`config.mk`:
```
export PLATFORM = sky130hd
export DESIGN_NAME = fetch_sequencer_flat
export DESIGN_NICKNAME = d
export VERILOG_FILES = /design/src/rtl/fetch_sequencer_if.sv /design/src/rtl/fetch_sequencer.sv /design/src/flat_wrapper.sv
export SDC_FILE = /design/constraint.sdc
export NUM_CORES = 1
export LEC_CHECK = 0
export CAP_MARGIN = 20
export CELL_PAD_IN_SITES_DETAIL_PLACEMENT = 1
export CELL_PAD_IN_SITES_GLOBAL_PLACEMENT = 2
export CORE_MARGIN = 4
export CORE_UTILIZATION = 35
export DETAILED_ROUTE_END_ITERATION = 10
export GPL_TIMING_DRIVEN = 1
export PLACE_DENSITY_LB_ADDON = 0.1
export SLEW_MARGIN = 0
export SYNTH_ARGS = -nofsm -noshare
export SYNTH_HDL_FRONTEND = slang
export SYNTH_SLANG_ARGS = --single-unit
```
`constraint.sdc`:
```
create_clock -name clk -period 4.37 [get_ports clk]
set_input_delay 0.874 -clock clk [delete_from_list [all_inputs] [get_ports clk]]
set_output_delay 0.874 -clock clk [all_outputs]
set_load 0.05 [all_outputs]
```
`src/rtl/fetch_sequencer_if.sv`:
```
// rtl/fetch_sequencer_if.sv - fetch sequencer control, imem and decode handshake bundle
interface fetch_sequencer_if #(
    parameter int PC_W    = 10,
    parameter int INSTR_W = 16
);
    logic               start;
    logic               redirect;
    logic [PC_W-1:0]    redirect_pc;
    logic               imem_en;
    logic [PC_W-1:0]    imem_pc;
    logic [INSTR_W-1:0] imem_data;
    logic               instr_valid;
    logic [INSTR_W-1:0] instr;
    logic [PC_W-1:0]    instr_pc;
    logic               instr_ready;
    logic               busy;
    logic               fault;

    modport master (
        input  start, redirect, redirect_pc, imem_data, instr_ready,
        output imem_en, imem_pc, instr_valid, instr, instr_pc, busy, fault
    );

    modport slave (
        output start, redirect, redirect_pc, imem_data, instr_ready,
        input  imem_en, imem_pc, instr_valid, instr, instr_pc, busy, fault
    );
endinterface

```
`src/rtl/fetch_sequencer.sv`:
```
// rtl/fetch_sequencer.sv - instruction fetch controller with prefetch queue, redirect flush and end-of-memory fault
module fetch_sequencer #(
    parameter int PC_W      = 10,
    parameter int INSTR_W   = 16,
    parameter int DEPTH     = 4,
    parameter int MEM_WORDS = 1000,
    parameter int RESET_PC  = 0
) (
    input  logic                clk,
    input  logic                rst_n,
    fetch_sequencer_if.master   bus
);
    localparam int PTR_W = $clog2(DEPTH);
    localparam int CNT_W = $clog2(DEPTH + 1);
    localparam logic [PC_W-1:0]  MEM_LIMIT = PC_W'(MEM_WORDS);
    localparam logic [PC_W-1:0]  PC_INIT   = PC_W'(RESET_PC);
    localparam logic [CNT_W-1:0] DEPTH_C   = CNT_W'(DEPTH);

    typedef enum logic [1:0] {
        S_IDLE,
        S_FETCH,
        S_FAULT
    } state_t;

    state_t             state;
    logic [PC_W-1:0]    fetch_pc;
    logic [INSTR_W-1:0] q_instr [DEPTH];
    logic [PC_W-1:0]    q_pc    [DEPTH];
    logic [PTR_W-1:0]   rd_ptr;
    logic [PTR_W-1:0]   wr_ptr;
    logic [CNT_W-1:0]   count;
    logic               busy_q;
    logic               fault_q;

    logic in_range;
    logic pop;
    logic push;

    // A pop frees a slot in the same cycle, so a full queue can still accept a push.
    always_comb begin
        in_range = (fetch_pc < MEM_LIMIT);
        pop      = (count != '0) && bus.instr_ready;
        push     = (state == S_FETCH) && in_range && ((count < DEPTH_C) || pop)
                   && !bus.redirect;
    end

    assign bus.imem_en     = push;
    assign bus.imem_pc     = fetch_pc;
    assign bus.instr_valid = (count != '0);
    assign bus.instr       = q_instr[rd_ptr];
    assign bus.instr_pc    = q_pc[rd_ptr];
    assign bus.busy        = busy_q;
    assign bus.fault       = fault_q;

    always_ff @(posedge clk) begin
        if (rst_n && push) begin
            q_instr[wr_ptr] <= bus.imem_data;
            q_pc[wr_ptr]    <= fetch_pc;
        end
    end

    always_ff @(posedge clk) begin
        if (!rst_n) begin
            state    <= S_IDLE;
            fetch_pc <= PC_INIT;
            rd_ptr   <= '0;
            wr_ptr   <= '0;
            count    <= '0;
            busy_q   <= 1'b0;
            fault_q  <= 1'b0;
        end else begin
            case (state)
                S_IDLE: begin
                    if (bus.start) begin
                        state  <= S_FETCH;
                        busy_q <= 1'b1;
                    end
                end
                S_FETCH, S_FAULT: begin
                    if (bus.redirect) begin
                        rd_ptr   <= '0;
                        wr_ptr   <= '0;
                        count    <= '0;
                        fetch_pc <= bus.redirect_pc;
                        if (bus.redirect_pc < MEM_LIMIT) begin
                            state   <= S_FETCH;
                            busy_q  <= 1'b1;
                            fault_q <= 1'b0;
                        end else begin
                            state   <= S_FAULT;
                            busy_q  <= 1'b0;
                            fault_q <= 1'b1;
                        end
                    end else if (state == S_FETCH) begin
                        if (push) begin
                            wr_ptr   <= wr_ptr + PTR_W'(1);
                            fetch_pc <= fetch_pc + PC_W'(1);
                        end
                        if (pop) begin
                            rd_ptr <= rd_ptr + PTR_W'(1);
                        end
                        if (push && !pop) begin
                            count <= count + CNT_W'(1);
                        end else if (pop && !push) begin
                            count <= count - CNT_W'(1);
                        end
                        // Fault only once everything fetched before the end has drained.
                        if (!in_range && (count == '0)) begin
                            state   <= S_FAULT;
                            busy_q  <= 1'b0;
                            fault_q <= 1'b1;
                        end
                    end
                end
                default: begin
                    state   <= S_IDLE;
                    busy_q  <= 1'b0;
                    fault_q <= 1'b0;
                end
            endcase
        end
    end
endmodule

```
`src/flat_wrapper.sv`:
```
// flat-port wrapper written by rule: the top's interface ports become plain ports
module fetch_sequencer_flat 
#(
    parameter int PC_W      = 10,
    parameter int INSTR_W   = 16,
    parameter int DEPTH     = 4,
    parameter int MEM_WORDS = 1000,
    parameter int RESET_PC  = 0
)
  (clk, rst_n, bus_start, bus_redirect, bus_redirect_pc, bus_imem_data, bus_instr_ready, bus_imem_en, bus_imem_pc, bus_instr_valid, bus_instr, bus_instr_pc, bus_busy, bus_fault);
  fetch_sequencer_if #(.PC_W(PC_W), .INSTR_W(INSTR_W)) bus_i ();
  input  logic clk;
  input  logic rst_n;
  input wire logic [$bits(bus_i.start)-1:0] bus_start;
  input wire logic [$bits(bus_i.redirect)-1:0] bus_redirect;
  input wire logic [$bits(bus_i.redirect_pc)-1:0] bus_redirect_pc;
  input wire logic [$bits(bus_i.imem_data)-1:0] bus_imem_data;
  input wire logic [$bits(bus_i.instr_ready)-1:0] bus_instr_ready;
  output wire logic [$bits(bus_i.imem_en)-1:0] bus_imem_en;
  output wire logic [$bits(bus_i.imem_pc)-1:0] bus_imem_pc;
  output wire logic [$bits(bus_i.instr_valid)-1:0] bus_instr_valid;
  output wire logic [$bits(bus_i.instr)-1:0] bus_instr;
  output wire logic [$bits(bus_i.instr_pc)-1:0] bus_instr_pc;
  output wire logic [$bits(bus_i.busy)-1:0] bus_busy;
  output wire logic [$bits(bus_i.fault)-1:0] bus_fault;
  assign bus_i.start = bus_start;
  assign bus_i.redirect = bus_redirect;
  assign bus_i.redirect_pc = bus_redirect_pc;
  assign bus_i.imem_data = bus_imem_data;
  assign bus_i.instr_ready = bus_instr_ready;
  assign bus_imem_en = bus_i.imem_en;
  assign bus_imem_pc = bus_i.imem_pc;
  assign bus_instr_valid = bus_i.instr_valid;
  assign bus_instr = bus_i.instr;
  assign bus_instr_pc = bus_i.instr_pc;
  assign bus_busy = bus_i.busy;
  assign bus_fault = bus_i.fault;
  fetch_sequencer #(.PC_W(PC_W), .INSTR_W(INSTR_W), .DEPTH(DEPTH), .MEM_WORDS(MEM_WORDS), .RESET_PC(RESET_PC)) u_core (.clk(clk), .rst_n(rst_n), .bus(bus_i));
endmodule
```
==> impl.org, run 1 <==
** Drt
- In this run the top signal layer used is met4.
- Count of vias placed by the detailed router :: 3196
- Met1 Wirelength :: 5190 um
- Once detail routing completed, the nets flagged for antenna violations numbered 0.
- In the detailed route, the total length drawn on met2 is between 6000 and 7000 um.
- Using the TritonRoute via totals, the vias-per-cell ratio works out to around 5.2.
- Mean routed wirelength per cell :: 19.8 um
- First-pass iteration count of the detailed router :: 4
- Final WL :: ~12000 um
- In the routed design, unresolved DRC markers number 0.
- Detailed routing placed a total of about 600 um of wire on met3.
- Detailed router's first-iteration violation count :: about 180

** Synthesis
- Dominant combinational cell family by area after synthesis :: multiplexers
- Yosys attributes the largest share of cell area to sky130_fd_sc_hd__edfxtp_1, sky130_fd_sc_hd__mux4_2, sky130_fd_sc_hd__dfxtp_1.
- Synthesized area divided by synthesized cell count :: 16.1 um2
- Basic-gate share of the synthesized area counting and, or, nand and nor cells :: under 10%
- Share of the synthesized area in compound gates (AO/OA/AOI/OAI) :: 9.22%
- Number of synthesized flops with an enable pin :: 104
- Xor and xnor area share after synthesis :: 0%
- Adder and majority gate portion of the synthesized area :: 2.27%
- The share of synthesized area in the top cell type comes to 59.0%.
- The most common cell in the synthesized netlist is sky130_fd_sc_hd__edfxtp_1.
- Among all flip-flop cells after synthesis, the most frequent one is sky130_fd_sc_hd__edfxtp_1.
- FF+latch count, synth :: 126
- In this run, distinct cell masters in the synthesized netlist total 53.
- Number of synthesis warnings :: 0
- Counting every instance in the synthesized netlist gives 329.
- Biggest area consumer among synthesized cells :: sky130_fd_sc_hd__edfxtp_1
- Post-synth design cell area :: roughly 5300 um2
- Sequential elements use 67.3% of the synthesized area.
- Ranked by instance count, the synthesized netlist is headed by sky130_fd_sc_hd__edfxtp_1, sky130_fd_sc_hd__mux4_2, sky130_fd_sc_hd__dfxtp_1.
- The number of nets in the synthesized netlist is approximately 370.
- Share of flip-flops with an asynchronous set or reset :: 0%
- Portion of netlist area occupied by mux cells :: between 10% and 20%

** Worst hold path
- Worst Hold Path Cells :: 2
- Origin of the worst min-delay path :: u_core.bus.fault
- For hold timing, the worst endpoint is u_core.bus.fault.
- The worst hold path belongs to the class flip-flop to flip-flop.

** STA
- Period Utilization, post-route :: 80.3%
- Worst setup skew after layout :: 12.7 ps
- Measured against its own limit, the worst slew margin works out to 52.2%.
- After routing, the total negative slack on setup checks comes to 0 ps.
- Fin. Hold Viols :: 0
- Final Hold Slack :: 512 ps
- Subtracting the final worst setup slack from the clock period gives 3510 ps.
- Setup repair after global routing left no endpoint under its margin.
- Setup violations remaining at the end of the flow were counted as 0.
- Slew at the pin with the worst max-slew slack :: 709 ps
- For this run, the top clock speed supported by timing is 285 MHz.
- Final Max Slew Viols :: 0

** Worst setup path
- For the worst setup path, the data required time is 3500 ps.
- The critical path runs through a total of 3 cells.
- Cell type of the slowest stage on the worst timing path :: sky130_fd_sc_hd__clkdlybuf4s50_1
- The worst setup path is launched from a flip-flop.
- In this run the critical register-to-register path is captured at u_core.q_pc[3][1].
- The worst register-to-register path has a setup slack of 2010 ps.
- Category of the worst setup path capture point :: output port
- Grouping stages by cell kind, the critical path spends the most delay in buffers and inverters.
- Walking the worst path, the cells encountered are buf_4, mux4_2, clkdlybuf4s50_1.
- On the worst path, the slowest cell contributes a delay of 720 ps.
- The critical path is of the flip-flop to output port type.
- Along the worst path, the maximum fanout reaches 15.
- The number of cells on the worst reg-to-reg path is 5.
- In this run the critical register-to-register path is launched from u_core.state[0].
- Bufs and invs on worst path :: 2
- For the worst setup path, the data arrival time is ~2600 ps.

** Power
- The analysis attributes to cell leakage a power of roughly 2.2 nW.
- VDD sags by at most 0.316 mV.
- Dividing total power by cell area gives a power density of roughly 500 nW/um2.
- Pwr Total :: 3.42 mW

** Floorplanning
- The die is 131 um tall.
- After floorplanning, the core was sized to cover ~15000 um2.
- In this run the count of I/O pins placed on the die edge is 71.
- Floorplan die width :: 131 um
- After floorplanning, the core was divided into 44 placement rows.
- The die covers 17100 um2.
- Starting Density :: a little over a third

** Global route
- Overall routing resource usage :: 15.2%
- Summed over all layers, the global routing overflow is 0.
- The via count of the first global-routing pass is 3435.
- The number of antenna violations at the first check in global routing came to 0.
- First-pass GRT wire length :: a little under 20000 um
- Entering global routing, the biggest net connects 27 pins.

** CTS
- Counting every sink on the clock net gives 126.
- H-tree levels :: 4
- Post-CTS Resized :: 0
- TritonCTS built the clock tree.
- Clock-pin transition on the worst setup and hold timing paths :: ~50 ps
- Buffers inserted during clock tree synthesis total 17.
- Clock root buffer :: sky130_fd_sc_hd__clkbuf_16
- For the worst-skew pair, the clock arrives at the later sink with an insertion delay of 410 ps.
- After clock tree synthesis, the flow added hold-fix buffers numbering 0.
- Maximum buffer depth of the clock tree :: 2
- After clock tree synthesis, the setup repair step added 0 buffers.

** Final layout
- Antenna diode instance count :: 0
- In the final design database the tool counted 452 nets.
- Of the cells placed in the final design, the portion with a size suffix greater than 1 is 18.8%.
- From synthesis to final layout, the design area changed by 28.6%.
- Once layout is complete, the cells apart from fillers number 609.

** Place
- Post-Place Cells :: 577
- The HPWL after detailed placement is 8150 um.
- Final weighted congestion in routability-driven placement :: 0.731
- Port buffering added 70 buffers.

** Outcome
- The run finished with clean final reports.

** Run
- Count of maximum capacitance violations :: 0
cell usage in the layout, fill, tap and decap left out, drive strengths merged, types with 15 or more instances in the layout:
cell type / n
inv: 15
clkbuf: 20
nand2: 15
nor2: 19
o21ai: 17
a21oi: 15
dfxtp: 22
clkdlybuf4s50: 69
mux4: 26
edfxtp: 104
cell type report:
class	instances	area, um2
fill	1435	7840
timing repair buffer	80	773
clock buffer	20	437
tap	184	230
multi-input combinational	173	1600
sequential	126	3560
inverter	14	52.6
clock inverter	12	144
sequential cells by signal, summed over array words and instances, names as in the netlist, named ones only:
| signal | cells |
|---|---|
| u_core.bus.imem_pc | 10 |
| u_core.count | 3 |
| u_core.state | 2 |
| u_core.wr_ptr | 2 |
| u_core.q_pc | 40 |
| u_core.q_instr | 64 |
| u_core.bus.fault | 1 |
| u_core.rd_ptr | 2 |
how the worst max path moves through the flow:
stage | startpoint | to | slack (ps)
after floorplan | bus_redirect | bus_imem_en | 990
after global placement | bus_redirect | u_core.count[2] | 1130
after detailed placement | bus_redirect | u_core.count[2] | 1110
after CTS | flip-flop | bus_instr_pc[4] | 770
after global routing | flip-flop | bus_instr_pc[4] | 680
final | flip-flop | bus_instr_pc[4] | 860
where the power goes:
group          switching [mW]  internal, mW  total (mW)
Sequential             0.0768          1.37        1.45
Combinational           0.387         0.207       0.594
Clock                   0.490         0.890        1.38
Total                   0.954          2.47        3.42
cell families after synthesis:
family | count (synthesis)
buffers and inverters | 30
AO/OA/AOI/OAI | 64
adder cells (fa/ha/maj) | 9
AND/OR/NAND/NOR | 71
multiplexers | 29
flip-flops | 126
layer usage:
layer,up-vias,GRT usage (%)
li1,1487,-
met1,1642,18.9
met2,60,25.5
met3,7,4.72
met4,0,4.36
met5,-,0
worst reg2reg max path: stages, from the launching register on:
cell and delay, ps:
sky130_fd_sc_hd__dfxtp_1 430, sky130_fd_sc_hd__ha_1 330, sky130_fd_sc_hd__inv_1 180, sky130_fd_sc_hd__a211oi_4 400, sky130_fd_sc_hd__and3_1 300, sky130_fd_sc_hd__buf_4 360
stage by stage:
step	worst slack, ps	util [%]	cell area, um2
after global placement	1130	42.5	6220
after detailed placement	1110	42.5	6220
after CTS	774	46.5	6800
final	859	46.5	6800
after global routing	679	46.5	6800
after floorplan	986	-	5290
(Power assumes the default switching activity.)
==> inputs of run 2 (changes only) <==
==> constraint.sdc (replaced) <==
create_clock -name clk -period 3.45 [get_ports clk]
set_input_delay 0.69 -clock clk [delete_from_list [all_inputs] [get_ports clk]]
set_output_delay 0.69 -clock clk [all_outputs]
set_load 0.05 [all_outputs]
==> run 2 against run 1 <==
Die area did not move. Flip-flop and latch count unchanged. Sequential power rose by 26%. Largest cell class unchanged. Final cell count unchanged. Register-to-register slack got worse by 940 ps. Hold slack improved by 7.9 ps. Via count fell by 0.97%. Total power increased by 29%. Combinational power rose by 27%. Non-clock buffer count stayed put. Sequential share of layout area down 0.37 points.
==> impl.org, run 2 (same netlist as run 1, synthesis figures left out) <==
** Outcome
- Result of the run: finished clean (unchanged).

** Floorplanning
- The starting density of the core is 36.1% (unchanged).
- Floorplan die width :: 131 um (unchanged)
- The number of top-level design ports came to 71 (unchanged).
- The area of the placeable core was 14600 um2 (unchanged).
- Overall die area :: 17100 um2 (unchanged)
- Chip Height :: 131 um (unchanged)
- The total number of placement rows was 44 (unchanged).

** CTS
- The number of H-tree levels was 4 (unchanged).
- Post-CTS Resized :: 0 (unchanged)
- The number of buffers on the longest clock path is 2 (unchanged).
- TritonCTS Buffers :: 17 (unchanged)
- The count of buffers added by post-CTS timing repair for setup came to 0 (unchanged).
- Clock root buffer :: sky130_fd_sc_hd__clkbuf_16 (unchanged)
- The TritonCTS sink count came to 126 (unchanged).
- Hold bufs inserted after CTS :: 0 (unchanged)
- The clock tree from TritonCTS is built (unchanged).
- The clock-pin slew on the worst setup and hold paths was 50 ps (about the same).
- The clock latency on the worst-skew pair came to 410 ps (about the same).

** Worst setup path
- R2R setup slack :: 1070 ps (was 2010 ps)
- The worst setup path category was flip-flop to output port (unchanged).
- Cell family with most CP delay :: buffers and inverters (unchanged)
- Critical-path cell list: mux4_2, clkdlybuf4s50_1 (was buf_4, mux4_2, clkdlybuf4s50_1).
- The arrival time of data at the critical path endpoint came to 2420 ps (was 2640 ps).
- Maximum fanout along the worst path :: 14 (was 15)
- Worst flop-to-flop path startpoint :: u_core.bus.imem_pc[6] (was u_core.state[0])
- The depth of the most critical reg-to-reg path is 8 (was 5).
- The critical register-to-register path endpoint was u_core.count[2] (was u_core.q_pc[3][1]).
- Category of the worst setup path capture point :: output port (unchanged)
- The required time reported for the critical path endpoint came to 2760 ps (was 3500 ps).
- The startpoint class of the critical path is a flip-flop (unchanged).
- The worst-path cell with the longest stage delay is sky130_fd_sc_hd__clkdlybuf4s50_1 (unchanged).
- The count of cell instances traversed by the critical path was 2 (was 3).
- The buffers plus inverters on the worst setup path is 1 (was 2).
- The peak per-stage delay on the critical path was 720 ps (about the same).
- The end of the critical path is bus_instr[12] (was bus_instr_pc[4]).

** Global route
- Overall routing resource usage :: 15.3% (was 15.2%)
- The number of antenna violations at the first check in global routing is 0 (unchanged).
- First-pass GRT wire length :: 19100 um (was 19300 um)
- Via count of the first global-routing pass :: 3442 (was 3435)
- Global route total overflow :: 0 (unchanged)
- The largest net degree at the start of global routing was 27 (unchanged).

** Final layout
- Cell area after layout :: 6850 um2 (was 6800 um2)
- The number of antenna repair diodes came to 0 (unchanged).
- Most frequent cells in the layout: sky130_fd_sc_hd__edfxtp_1, sky130_fd_sc_hd__clkdlybuf4s50_1, sky130_fd_sc_hd__mux4_2 (unchanged).
- Area Overhead vs Synth :: 29.5% (was 28.6%)
- The number of nets in the layout is 452 (unchanged).
- Filler instances :: 1448 (was 1435)
- The filler-free cell count of the finished design was 609 (unchanged).
- The most common cell after layout, fill and taps aside was sky130_fd_sc_hd__edfxtp_1 (unchanged).
- Largest reg by FF count :: u_core.q_instr (unchanged)
- The number of flip-flops in the largest register is 64 (unchanged).
- The ratio of cells with drive above 1 in the final layout came to 22.6% (was 18.8%).
- Final core area utilization :: 46.8% (was 46.5%)

** Drt
- Mean routed wirelength per cell :: 20.0 um (was 19.8 um)
- The mean number of vias per cell was 5.20 (was 5.25).
- The first-iteration detailed-routing DRC count was 140 (was 175).
- The number of design rule violations left after detail routing is 0 (unchanged).
- The first-pass detailed-route iteration total was 4 (unchanged).
- Count of vias placed by the detailed router :: 3165 (was 3196)
- Number of routed nets with antenna violations :: 0 (unchanged)
- The routed wire length was 12200 um (was 12100 um).

** STA
- The count of endpoints failing setup in the final report was 0 (unchanged).
- The actual transition at the worst max-transition pin was 648 ps (was 709 ps).
- For the finished layout, the period the worst path requires is 3110 ps.
- In the finished design, the share of the clock period the worst path needs comes to between 90% and 100%.
- The count of final max-slew check failures came to 0 (unchanged).
- Tightest slew margin relative to the limit :: 56.3% (was 52.2%)
- Worst setup skew after layout :: 11.8 ps (was 12.7 ps)
- Setup repair after global routing missed its margin: false (unchanged).
- The setup TNS after final layout is 0 ps (unchanged).
- Max Freq :: between 300 and 400 MHz
- The number of hold violations in the final report was 0 (unchanged).

** Power
- Static leakage :: 2.27 nW (was 2.23 nW)
- The overall power of the completed layout is 4.40 mW (was 3.42 mW).
- Maximum vdd ir drop :: 0.392 mV (was 0.316 mV)
- The power density normalized to cell area was 642 nW/um2 (was 503 nW/um2).

** Place
- The post-place instance area was 6250 um2 (was 6220 um2).
- The count of buffers from port buffering is 70 (unchanged).
- The detailed placer's ending HPWL came to 8140 um (was 8150 um).
- The cell count after placement came to 577 (unchanged).
- The global placement routability congestion is 0.767 (was 0.731).

** Worst hold path
- The class of the tightest hold or removal check is flip-flop to flip-flop (unchanged).

** Run
- The number of violations of the max-capacitance limit is 0 (unchanged).
==> run 2: cell types whose count changed in the layout (fill, tap and decap cells not counted), sizes merged <==
cell | before | now
buf | 11 | 26
bufinv | 3 | 4
clkbuf | 20 | 19
clkdlybuf4s50 | 69 | 54
clkinv | 6 | 8
clkinvlp | 2 | 1
inv | 15 | 14
==> run 2: area by class of cell <==
cell class	instances	area (um2)	area share (%)
Clock buffer	19	433	6.32
Clock inverter	13	171	2.50
Inverter	14	52.6	0.767
Multi-Input combinational cell	173	1600	23.4
Sequential cell	126	3560	52.0
Tap cell	184	230	3.36
Timing Repair Buffer	80	798	11.7
==> run 2: report_power, final <==
group,total (mW),leakage [nW],switching (mW),internal [mW]
clock network,1.82,0.293,0.619,1.20
logic,0.757,0.851,0.488,0.269
registers,1.83,1.13,0.0936,1.73
total,4.40,2.27,1.20,3.20
==> run 2: per-layer routing <==
layer,track usage (%),vias up,share of wire [%]
li1,-,1482,-
met1,19.4,1594,44
met2,25.0,69,50
met3,4.27,20,4.2
met4,5.81,0,1.9
met5,0,-,0
==> run 2: worst min-delay path, cell delays in order, from the launching register on <==
cell and delay, ps:
sky130_fd_sc_hd__dfxtp_1 320, sky130_fd_sc_hd__o21ai_0 80, sky130_fd_sc_hd__a21oi_1 70
==> run 2: how the worst min path moves through the flow <==
stage	from	to	slack, ps	cells past startpoint
after detailed placement	u_core.bus.fault	u_core.bus.fault	500	2
after global placement	u_core.rd_ptr[1]	u_core.rd_ptr[1]	490	2
after CTS	u_core.rd_ptr[1]	flip-flop	520	2
final	u_core.rd_ptr[1]	flip-flop	520	2
after floorplan	u_core.rd_ptr[1]	flip-flop	460	2
after global routing	u_core.rd_ptr[1]	flip-flop	540	2
==> run 2: stage by stage <==
stage          hold WS (ps)  worst slack [ps]
6_report                520               336
5_1_grt                 536               220
4_1_cts                 519               259
3_5_place_dp            502               516
3_3_place_gp            492               704
2_1_floorplan           464               434
==> inputs of run 3 (changes only) <==
--- a/config.mk
+++ b/config.mk
@@ -13,6 +13,7 @@
 export DETAILED_ROUTE_END_ITERATION = 10
 export GPL_TIMING_DRIVEN = 1
 export PLACE_DENSITY_LB_ADDON = 0.1
+export RECOVER_POWER = 100
 export SLEW_MARGIN = 0
 export SYNTH_ARGS = -nofsm -noshare
 export SYNTH_HDL_FRONTEND = slang
==> run 3 against run 2 <==
Via count decreased by 0.28%. Clock power hardly changed. Global-route usage stayed put. Clock skew about the same.
==> impl.org, run 3 (same netlist as run 1, synthesis figures left out) <==
** STA
- Max Freq :: 316 MHz (was 321 MHz)
- Number of setup violations in the final report :: 0 (unchanged)
- The worst clock skew on the final layout came to 12.0 ps (was 11.8 ps).
- The setup TNS after final layout is 0 ps (unchanged).
- The actual transition at the worst max-transition pin came to 950 ps (was 648 ps).
- The clock period minus worst slack was 3170 ps (was 3110 ps).
- The share of the clock period used by the worst path was 91.8% (was 90.3%).
- Setup repair after global routing missed its margin :: false (unchanged)
- The count of final max-slew check failures was 0 (unchanged).
- Fin. Hold Viols :: 0 (unchanged)
- The worst slew margin relative to its limit came to 36.3% (was 56.3%).

** Run
- Count of maximum capacitance violations :: 0 (unchanged)

** Power
- The switching power share of the total came to 27.4% (was 27.3%).
- The switching power summed over all nets was 1.19 mW (was 1.20 mW).
- Sequential power share :: 42.0% (was 41.5%)
- The logic gate share of total power is 16.2% (was 17.2%).
- Maximum vdd ir drop :: 0.391 mV (was 0.392 mV)
- The leakage power is 2.28 nW (was 2.27 nW).
- The internal power was 3.16 mW (was 3.20 mW).
- Fraction of power consumed by the clock network :: 41.7% (was 41.3%)
- Power density relative to cell area :: 645 nW/um2 (was 642 nW/um2)

** Floorplanning
- Top-Level Pins :: 71 (unchanged)
- Floorplan die width :: 131 um (unchanged)
- Chip Height :: 131 um (unchanged)
- The area of the placeable core is 14600 um2 (unchanged).
- Overall die area :: 17100 um2 (unchanged)
- The starting density of the core is 36.1% (unchanged).
- Number of cell rows :: 44 (unchanged)

** Drt
- The number of design rule violations left after detail routing is 0 (unchanged).
- Mean routed wirelength per cell :: 20.0 um (about the same)
- Count of vias placed by the detailed router :: 3156 (was 3165)
- The remaining antenna violation count is 0 (unchanged).
- Final WL :: 12200 um (about the same)
- Drt via density :: 5.18 (was 5.20)
- The first-pass detailed-route iteration total is 4 (unchanged).
- Detailed router's first-iteration violation count :: 161 (was 140)

** Global route
- The largest net degree at the start of global routing is 27 (unchanged).
- The via count of the first global-routing pass came to 3442 (unchanged).
- Initial antenna violation count :: 0 (unchanged)
- Overall routing resource usage :: 15.3% (unchanged)
- First-pass GRT wire length :: 19100 um (unchanged)
- Global route total overflow :: 0 (unchanged)

** Worst setup path
- The arrival time of data at the critical path endpoint is 2480 ps (was 2420 ps).
- The worst setup path category is flip-flop to output port (unchanged).
- The startpoint class of the critical path was a flip-flop (unchanged).
- Required time reported for the critical path endpoint :: 2760 ps (about the same)
- Maximum fanout along the worst path :: 14 (unchanged)
- Category of the worst setup path capture point :: output port (unchanged)
- Worst flop-to-flop path startpoint :: u_core.state[0] (was u_core.bus.imem_pc[6])

** CTS
- The number of buffers created by CTS was 17 (unchanged).
- The number of buffers on the longest clock path is 2 (unchanged).
- The count of hold buffers inserted by post-cts repair is 0 (unchanged).
- Clock-pin transition on the worst setup and hold timing paths :: 50 ps (about the same)
- The count of buffers added by post-CTS timing repair for setup was 0 (unchanged).
- Sink Count :: 126 (unchanged)
- H-tree levels :: 4 (unchanged)
- Later-pin clock latency in the skew report :: 410 ps (about the same)
- Clock root buffer :: sky130_fd_sc_hd__clkbuf_16 (unchanged)
- The clock tree from TritonCTS is built (unchanged).
- The quantity of gates resized following cts is 0 (unchanged).

** Place
- Placed Area :: 6250 um2 (unchanged)
- The count of buffers from port buffering is 70 (unchanged).
- Final weighted congestion in routability-driven placement :: 0.767 (unchanged)
- Half-perimeter wire length of the detailed placement result :: 8140 um (unchanged)

** Worst hold path
- The worst min-delay path startpoint is u_core.rd_ptr[1] (unchanged).
- The class of the tightest hold or removal check is flip-flop to flip-flop (unchanged).

** Final layout
- Area Overhead vs Synth :: 27.2% (was 29.5%)
- Largest register FFs :: 64 (unchanged)
- Area of all sequential standard cells :: 3560 um2 (unchanged)
- The post-route standard cell area excluding fillers came to 6730 um2 (was 6850 um2).
- Share of cells above drive strength 1 :: 21.6% (was 22.6%)
- Most frequent cells in the layout :: sky130_fd_sc_hd__edfxtp_1, sky130_fd_sc_hd__dlygate4sd3_1, sky130_fd_sc_hd__mux4_2 (was sky130_fd_sc_hd__edfxtp_1, sky130_fd_sc_hd__clkdlybuf4s50_1, sky130_fd_sc_hd__mux4_2)
- Largest reg by FF count :: u_core.q_instr (unchanged)
- Multi-input gate area :: 1590 um2 (was 1600 um2)
- Final core area utilization :: 46.0% (was 46.8%)
- Number of nets in the layout :: 452 (unchanged)
- Antenna diode instance count :: 0 (unchanged)
- The number of filler instances in the final layout was 1462 (was 1448).
- Most frequent standard cell in the layout excluding fill and tap cells :: sky130_fd_sc_hd__edfxtp_1 (unchanged)

** Outcome
- Result of the run :: finished clean (unchanged)
run 3: changes by cell type in the layout (fill, tap and decap cells not counted), sizes merged:
cell,delta
buf,-20
clkbuf,+20
clkdlybuf4s50,-42
dlygate4sd3,+42
run 3: final timing paths:
| check | end | slack (ps) | cells past startpoint |
|---|---|---|---|
| hold / removal | flip-flop | 520 | 2 |
| setup / recovery | bus_instr[12] | 280 | 2 |
| setup reg to reg | u_core.q_pc[2][2] | 630 | 5 |
| hold reg to reg | flip-flop | 520 | 2 |
run 3: worst max-delay path: stages, from the launching register on:
cell                            delay [ps]
sky130_fd_sc_hd__dfxtp_2               690
sky130_fd_sc_hd__mux4_2                590
sky130_fd_sc_hd__dlygate4sd3_1         780
run 3: layout make-up:
type                            count  area share, %
Tap cell                          184           3.42
Timing Repair Buffer               80           10.3
Clock buffer                       19           6.43
Inverter                           14          0.781
Multi-Input combinational cell    173           23.6
Clock inverter                     13           2.55
Sequential cell                   126           52.9
run 3: through the flow:
stage / worst slack (ps) / instances / hold slack, ps / power [mW]
after detailed placement: 516 / 577 / 502 / 2.63
after floorplan: 434 / 329 / 464 / 2.33
after global routing: 165 / 609 / 536 / 4.54
after CTS: 259 / 609 / 519 / 4.45
after global placement: 704 / 577 / 492 / 2.61
final: 284 / 609 / 519 / 4.34
run 3: per-layer routing:
metal	track usage (%)	wire length [um]	up-vias
met5	0	0	-
li1	-	-	1481
met2	25.0	6030	63
met4	5.81	225	0
met3	4.27	480	20
met1	19.4	5420	1592
run 3: power by group through the flow:
stage | logic, mW | registers (mW) | clock network (mW)
after global placement | 0.760 | 1.85 | 0
final | 0.706 | 1.83 | 1.81
after detailed placement | 0.766 | 1.86 | 0
after global routing | 0.771 | 1.84 | 1.92
after CTS | 0.770 | 1.83 | 1.86
after floorplan | 0.404 | 1.93 | 0
